===== config.mk =====
export PLATFORM = sky130hd
export DESIGN_NAME = mem_arbiter
export DESIGN_NICKNAME = d
export VERILOG_FILES = /design/src/rtl/mem_arbiter.sv
export SDC_FILE = /design/constraint.sdc
export NUM_CORES = 1
export LEC_CHECK = 0
export ABC_AREA = 1
export CAP_MARGIN = 20
export CORE_UTILIZATION = 42
export CTS_CLUSTER_SIZE = 14
export DETAILED_ROUTE_END_ITERATION = 10
export GPL_TIMING_DRIVEN = 1
export PLACE_DENSITY = 0.89
export RECOVER_POWER = 50
export SYNTH_ARGS = -nofsm -noshare
export SYNTH_HDL_FRONTEND = slang
export SYNTH_SLANG_ARGS = --single-unit
export TNS_END_PERCENT = 30

===== constraint.sdc =====
create_clock -name clk -period 5.4 [get_ports clk]
set_clock_uncertainty 0.15 [all_clocks]
set_input_delay 1.35 -clock clk [delete_from_list [all_inputs] [get_ports clk]]
set_output_delay 1.35 -clock clk [all_outputs]
set_load 0.05 [all_outputs]

===== src/rtl/mem_arbiter.sv =====
// Shares one single-port big-endian RAM between the fetch and load/store ports.
// It uses alternating-priority arbitration and turns byte stores into a read-modify-write pair.
module mem_arbiter #(
    parameter bit DATA_FIRST = 1'b1
) (
    input  logic        clk,
    input  logic        rst,
    input  logic        if_req,
    input  logic [31:0] if_addr,
    output logic [31:0] if_rdata,
    output logic        if_valid,
    input  logic        d_req,
    input  logic        d_we,
    input  logic        d_byte,
    input  logic [31:0] d_addr,
    input  logic [31:0] d_wdata,
    output logic [31:0] d_rdata,
    output logic        d_valid,
    output logic [31:0] ram_ad,
    output logic [31:0] ram_d,
    output logic        ram_we,
    input  logic [31:0] ram_q
);

    localparam int unsigned AW = 32;
    localparam int unsigned DW = 32;
    localparam int unsigned BW = 8;

    typedef enum logic [1:0] {
        IDLE = 2'd0,
        RMW  = 2'd1,
        ACK  = 2'd2
    } state_t;

    state_t          state;
    state_t          next_state;
    logic            owner_d;
    logic            last_d;
    logic [AW-1:0]   lat_addr;
    logic [BW-1:0]   lat_wdata;
    logic            lat_we;
    logic            lat_byte;
    logic            grant_if;
    logic            grant_d;

    // Arbitration, next state and RAM/requester outputs for the current cycle.
    // RAM-side outputs are combinational so the address is presented in the issue cycle.
    always_comb begin
        next_state = state;
        grant_if   = 1'b0;
        grant_d    = 1'b0;
        ram_ad     = '0;
        ram_d      = '0;
        ram_we     = 1'b0;
        if_valid   = 1'b0;
        if_rdata   = '0;
        d_valid    = 1'b0;
        d_rdata    = '0;

        unique case (state)
            IDLE: begin
                if (if_req && d_req) begin
                    grant_d  = ~last_d;
                    grant_if = last_d;
                end else begin
                    grant_d  = d_req;
                    grant_if = if_req;
                end
                if (grant_d) begin
                    ram_ad = d_addr;
                    if (d_we && !d_byte) begin
                        ram_we = 1'b1;
                        ram_d  = d_wdata;
                    end
                    next_state = (d_we && d_byte) ? RMW : ACK;
                end else if (grant_if) begin
                    ram_ad     = if_addr;
                    next_state = ACK;
                end
            end
            RMW: begin
                ram_ad     = lat_addr;
                ram_we     = 1'b1;
                ram_d      = {lat_wdata, ram_q[DW-BW-1:0]};
                next_state = ACK;
            end
            ACK: begin
                ram_ad = lat_addr;
                if (owner_d) begin
                    d_valid = 1'b1;
                    if (!lat_we) begin
                        d_rdata = lat_byte ? {(DW-BW)'(0), ram_q[DW-1:DW-BW]} : ram_q;
                    end
                end else begin
                    if_valid = 1'b1;
                    if_rdata = ram_q;
                end
                next_state = IDLE;
            end
            default: next_state = IDLE;
        endcase

        // Reset silences every output, including a write already in progress.
        if (rst) begin
            ram_ad   = '0;
            ram_d    = '0;
            ram_we   = 1'b0;
            if_valid = 1'b0;
            if_rdata = '0;
            d_valid  = 1'b0;
            d_rdata  = '0;
        end
    end

    // State register plus the transaction latched at grant time.
    always_ff @(posedge clk) begin
        if (rst) begin
            state     <= IDLE;
            owner_d   <= 1'b0;
            last_d    <= ~DATA_FIRST;
            lat_addr  <= '0;
            lat_wdata <= '0;
            lat_we    <= 1'b0;
            lat_byte  <= 1'b0;
        end else begin
            state <= next_state;
            if (grant_d) begin
                owner_d   <= 1'b1;
                last_d    <= 1'b1;
                lat_addr  <= d_addr;
                lat_wdata <= d_wdata[BW-1:0];
                lat_we    <= d_we;
                lat_byte  <= d_byte;
            end else if (grant_if) begin
                owner_d   <= 1'b0;
                last_d    <= 1'b0;
                lat_addr  <= if_addr;
                lat_wdata <= '0;
                lat_we    <= 1'b0;
                lat_byte  <= 1'b0;
            end
        end
    end

endmodule


==> results of run 1 <==
==> power by group <==
group          leakage [nW]  internal (W)  switching (W)
clock network        0.0512      0.000104       0.000121
logic                  3.16      0.000336       0.000522
registers             0.373      0.000376      0.0000266
==> registers in the layout (all words and copies together) (netlist names) <==
name       cells
lat_addr      32
lat_wdata      8
state          2
last_d         1
lat_byte       1
lat_we         1
==> synthesized netlist by cell type, types with 2 or more instances <==
cell type	count	area [sq um]
dfxtp_1	45	901
nor2_4	2	22.5
buf_2	33	165
nand4_1	48	300
inv_2	2	7.51
buf_4	8	60.1
nand2_2	2	12.5
ha_1	4	50.1
nand2_4	2	22.5
nand3_2	2	20.0
nor2_1	170	638
clkbuf_1	14	52.6
nor2_2	20	125
a21oi_1	54	270
nand3_1	89	445
buf_1	3	11.3
inv_1	103	387
nand2_1	212	796
buf_6	6	67.6
==> per-stage QoR <==
stage	util, %	setup slack [ps]	total power [W]	cell area, sq um	hold WS (ps)
after floorplan	-	289	0.000930	4410	307
after global placement	73.8	686	0.00126	7550	317
after detailed placement	73.8	578	0.00128	7550	322
after CTS	74.7	570	0.00150	7640	335
after global routing	73.1	242	0.00158	7480	354
final	73.1	304	0.00149	7480	338
==> cell type report <==
type	count	area, sq um	share of cell area, %
timing repair buffer	280	3170	42.4
multi-input combinational	609	2750	36.7
sequential	45	901	12.0
inverter	106	398	5.32
tap	136	170	2.28
clock buffer	6	82.6	1.10
clock inverter	2	13.8	0.184
==> worst min-delay path, cell delays in order (launching register included) <==
cell	delay [ps]
dfxtp_1	320
nand3_1	70
a21oi_1	60
==> logic make-up (layout without fill, tap and decap cells) <==
logic type               after synthesis  count (layout)
flip-flops                            45              45
AO/OA/AOI/OAI                         54              54
adder cells (fa/ha/maj)                4               4
AND/OR/NAND/NOR                      551             551
buffers and inverters                170             394
==> path summary, 6_finish.rpt <==
| path | cells after the start | from | to |
|---|---|---|---|
| hold / removal | 2 | lat_wdata[7] | lat_wdata[7] |
| setup reg to reg | 7 | state[0] | lat_addr[11] |
| hold reg to reg | 2 | lat_wdata[7] | lat_wdata[7] |
| setup / recovery | 7 | rst | if_rdata[6] |
==> metal layers <==
metal	GRT usage, %	share of wire, %	vias to the layer above
li1	-	-	3004
met1	39.0	38	2751
met2	58.2	48	360
met3	6.58	8.4	64
met4	15.8	5.1	0
met5	0	0	-
==> qor.csv, run 1 <==
metric,value,unit
status,"finished, final reports clean",
largest family of logic cells by synthesized area,simple AND/OR/NAND/NOR gates,
RSZ-0062 raised after global routing,false,
TritonCTS clock tree,done,
Root Buffer,clkbuf_8,
Worst-path clk slew,80,ps
total I/O pin count,265,
final WL,18.7,mm
initial antenna violation count,0,
initial core utilization,43.1,%
most frequent cells in the layout,"nand2_1, nor2_1, clkdlybuf4s50_1",
post-synthesis compound-gate area fraction,6.13,%
post-cts resize count,0,
"commonest non-fill, non-tap cell in the layout",nand2_1,
Crit path required time,3900,ps
Layout area overhead,69.7,%
Simple-Gate Fraction of Synth Area,55.2,%
"Setup Fix Bufs, Post-CTS",0,
Post-synth ARST share,0,%
die area,10900,sq um
Synth Cell Area,4410,sq um
share of cells above drive strength 1,13.9,%
Die Ht,104,um
clock buffer depth,2,
"non-filler cells, final",1184,
Crit Path Class,input pin to output port,
grt ovf,0,
"EDFF count, synth",0,
"Max FO, Critical Path",31,
row cnt,37,
wire length per cell,15.8,um
Final HPWL DP,14.5,mm
vias in the first global route,5696,
instance count of the mapped netlist,824,
part of the Yosys area used for sequential elements,20.4,%
DRC errors left,0,
worst path bufs/invs,5,
H-tree depth,2,
CP most frequent cell,clkbuf_2,
largest net degree at the start of global routing,65,
Setup crit end kind,output port,
Mapped Nets,962,
XOR/XNOR Fraction of Synth Area,0,%
period utilisation layout,94.4,%
Worst R2R Setup Slack,2300,ps
FILL cells,826,
Mean Syn Cell Area,5.35,sq um
routed vias/inst,5.22,
count of final setup violators,0,
Routed Antenna Nets,0,
P per Cell Area,199,nW/um^2
min-delay worst type,flop to flop,
First DRT Iteration DRCs,506,
Worst-Margin Slew,1290,ps
synth warn,0,
critical path's top delay family,buffers and inverters,
CTS sink count,45,
total of max-cap violations,0,
library cells used by synthesis,24,
GR Util All Layers,33.4,%
gpl congestion,0.894,
multiplexer share of the synthesized area,0,%
Synth Area in Adders,1.14,%
final setup TNS,0,ps
Most used DFF post-synth,dfxtp_1,
port buffer count,264,
Leak Pwr,3.58,nW
Tmin final,5100,ps
clock latency on the worst-skew pair,300,ps
core region area,10200,sq um
Hold Buf Count CTS,0,
Yosys reg bits,45,
CP startpoint kind,input pin,
die width,104,um
max-slew violations,0,
CP max stage cell,nor3_1,
fmax,0.196,GHz
headroom to the max-slew limit,13.9,%
Peak VDD IR,0.141,mV
Placed Cells,1176,
# nets final,1185,
critical path data arrival time,3600,ps
crit-path max cell delay,520,ps
Hold Fails Final Rpt,0,
Num CTS Buffers,5,
first-pass GRT wire length,29.2,mm
Antenna Cells,0,
Vias,6179,
TritonRoute pass-1 iters,5,
crit path cell chain,"buf_2, clkbuf_1, nor3_1, inv_1, clkbuf_2, nor2_1, clkbuf_2",
Note: power is estimated with default switching activity, not from simulation.
==> inputs of run 2 (changes only) <==
--- a/config.mk
+++ b/config.mk
@@ -7,11 +7,11 @@
 export LEC_CHECK = 0
 export ABC_AREA = 1
 export CAP_MARGIN = 20
-export CORE_UTILIZATION = 42
+export CORE_UTILIZATION = 40
 export CTS_CLUSTER_SIZE = 14
 export DETAILED_ROUTE_END_ITERATION = 10
 export GPL_TIMING_DRIVEN = 1
-export PLACE_DENSITY = 0.89
+export PLACE_DENSITY = 0.85
 export RECOVER_POWER = 50
 export SYNTH_ARGS = -nofsm -noshare
 export SYNTH_HDL_FRONTEND = slang
==> qor.csv, run 2 (same netlist as run 1, synthesis figures left out) <==
metric,value,unit,change
HP Start,lat_wdata[7],,unchanged
First DRT Iteration DRCs,373,,was 506
Hold Buf Count CTS,0,,unchanged
period utilisation layout,94.1,%,was 94.4%
Setup crit end kind,output port,,unchanged
post-cts resize count,0,,unchanged
vias in the first global route,5504,,"was 5,696"
TritonRoute pass-1 iters,5,,unchanged
total I/O pin count,265,,unchanged
Peak VDD IR,0.182,mV,was 0.141 mV
H-tree depth,2,,unchanged
"worst slack, placed",482,ps,was 578 ps
row cnt,37,,unchanged
critical path data arrival time,3580,ps,was 3600 ps
Tmin final,5080,ps,was 5100 ps
CP startpoint kind,input pin,,unchanged
wire length per cell,15.7,um,was 15.8 um
Worst-path clk slew,80,ps,about the same
final WL,18.5,mm,was 18.7 mm
largest net degree at the start of global routing,45,,was 65
headroom to the max-slew limit,-13.1,%,was 13.9%
TritonCTS clock tree,done,,unchanged
share of cells above drive strength 1,9.37,%,was 13.9%
port buffer count,264,,unchanged
reg2reg start,state[0],,unchanged
Hold Path Stages,2,,unchanged
first-pass GRT wire length,28.3,mm,was 29.2 mm
Crit Path Class,input pin to output port,,unchanged
most frequent cells in the layout,"nand2_1, clkdlybuf4s50_1, nor2_1",,"was nand2_1, nor2_1, clkdlybuf4s50_1"
"Max FO, Critical Path",17,,was 31
routed vias/inst,5.13,,was 5.22
count of final setup violators,0,,unchanged
worst hold endpoint,lat_wdata[7],,unchanged
Die Ht,107,um,was 104 um
min-delay worst type,flop to flop,,unchanged
Leak Pwr,3.41,nW,was 3.58 nW
R2R cell count,7,,unchanged
Worst-Margin Slew,1700,ps,was 1290 ps
Root Buffer,clkbuf_8,,unchanged
Largest Register,lat_addr,,unchanged
r2r endpoint,lat_wdata[0],,was lat_addr[11]
die area,11400,sq um,"was 10,900 sq um"
Top Registers,"lat_addr: 32 flops, lat_wdata: 8 flops, state: 2 flops",,unchanged
Hold Fails Final Rpt,0,,unchanged
final setup TNS,0,ps,unchanged
"Setup Fix Bufs, Post-CTS",0,,unchanged
initial antenna violation count,0,,unchanged
fmax,0.197,GHz,was 0.196 GHz
Final HPWL DP,14.4,mm,was 14.5 mm
P per Cell Area,209,nW/um^2,was 199 nW/um^2
initial core utilization,41.9,%,was 43.1%
Num CTS Buffers,5,,unchanged
DRC errors left,0,,unchanged
clock latency on the worst-skew pair,290,ps,was 300 ps
"commonest non-fill, non-tap cell in the layout",nand2_1,,unchanged
Routed Antenna Nets,0,,unchanged
max-slew violations,40,,was 0
grt ovf,0,,unchanged
max reg flops,32,,unchanged
Crit path required time,3900,ps,about the same
GR Util All Layers,31.6,%,was 33.4%
status,"finished, violations left",,"was finished, final reports clean"
total of max-cap violations,1,,was 0
RSZ-0062 raised after global routing,false,,unchanged
Worst R2R Setup Slack,1800,ps,was 2300 ps
failing checks,"max-capacitance violations, max-slew violations",,
gpl congestion,0.936,,was 0.894
CTS sink count,45,,unchanged
post-route worst setup slack,320,ps,was 304 ps
die width,107,um,was 104 um
core region area,10500,sq um,"was 10,200 sq um"
Vias,6071,,"was 6,179"
clock buffer depth,2,,unchanged
Layout area overhead,65.4,%,was 69.7%
# nets final,1183,,"was 1,185"
run 2: report_power, final:
part | switching [W] | internal, W
Clock | 0.000119 | 0.000184
Combinational | 0.000511 | 0.000306
Sequential | 0.0000264 | 0.000376
Total | 0.000656 | 0.000866
run 2: worst max path at each step:
stage                       from           end  slack, ps  cells past startpoint
after floorplan              rst  if_rdata[10]        290                      4
after global placement     d_req    ram_ad[29]        590                      9
after detailed placement   d_req    ram_ad[29]        480                      9
after CTS                  d_req    ram_ad[29]        480                      9
after global routing      if_req     ram_d[25]        190                      8
final                     if_req     ram_d[25]        320                      8
run 2: per-stage QoR:
stage | instances | power (W) | area [sq um] | util, % | hold slack, ps
final | 1183 | 0.00152 | 7290 | 69.3 | 340
after global routing | 1182 | 0.00161 | 7280 | 69.3 | 352
after detailed placement | 1174 | 0.00128 | 7570 | 72.1 | 327
after global placement | 1174 | 0.00126 | 7570 | 72.1 | 319
after floorplan | 824 | 0.000930 | 4410 | - | 307
after CTS | 1182 | 0.00158 | 7710 | 73.3 | 341
run 2: layout make-up:
class / count / area (sq um)
Fill cell: 913 / 3220
Timing Repair Buffer: 278 / 2950
Multi-Input combinational cell: 609 / 2730
Sequential cell: 45 / 901
Inverter: 106 / 398
Tap cell: 136 / 170
Clock buffer: 5 / 68.8
Clock inverter: 3 / 65.1
Antenna cell: 1 / 2.50
run 2: worst max-delay path, stage by stage:
cell and delay (ps):
dlygate4sd3_1 590, nand2_4 100, nand2_2 90, nor2_2 540, buf_4 290, nand3_1 100, a21oi_1 300, buf_12 190
run 2: routing by layer:
| metal | track usage, % | share of wire, % | vias up |
|---|---|---|---|
| met2 | 58.4 | 50 | 289 |
| li1 | - | - | 3008 |
| met3 | 7.17 | 8.6 | 46 |
| met4 | 11.5 | 3.7 | 0 |
| met1 | 34.8 | 37 | 2728 |
| met5 | 0 | 0 | - |
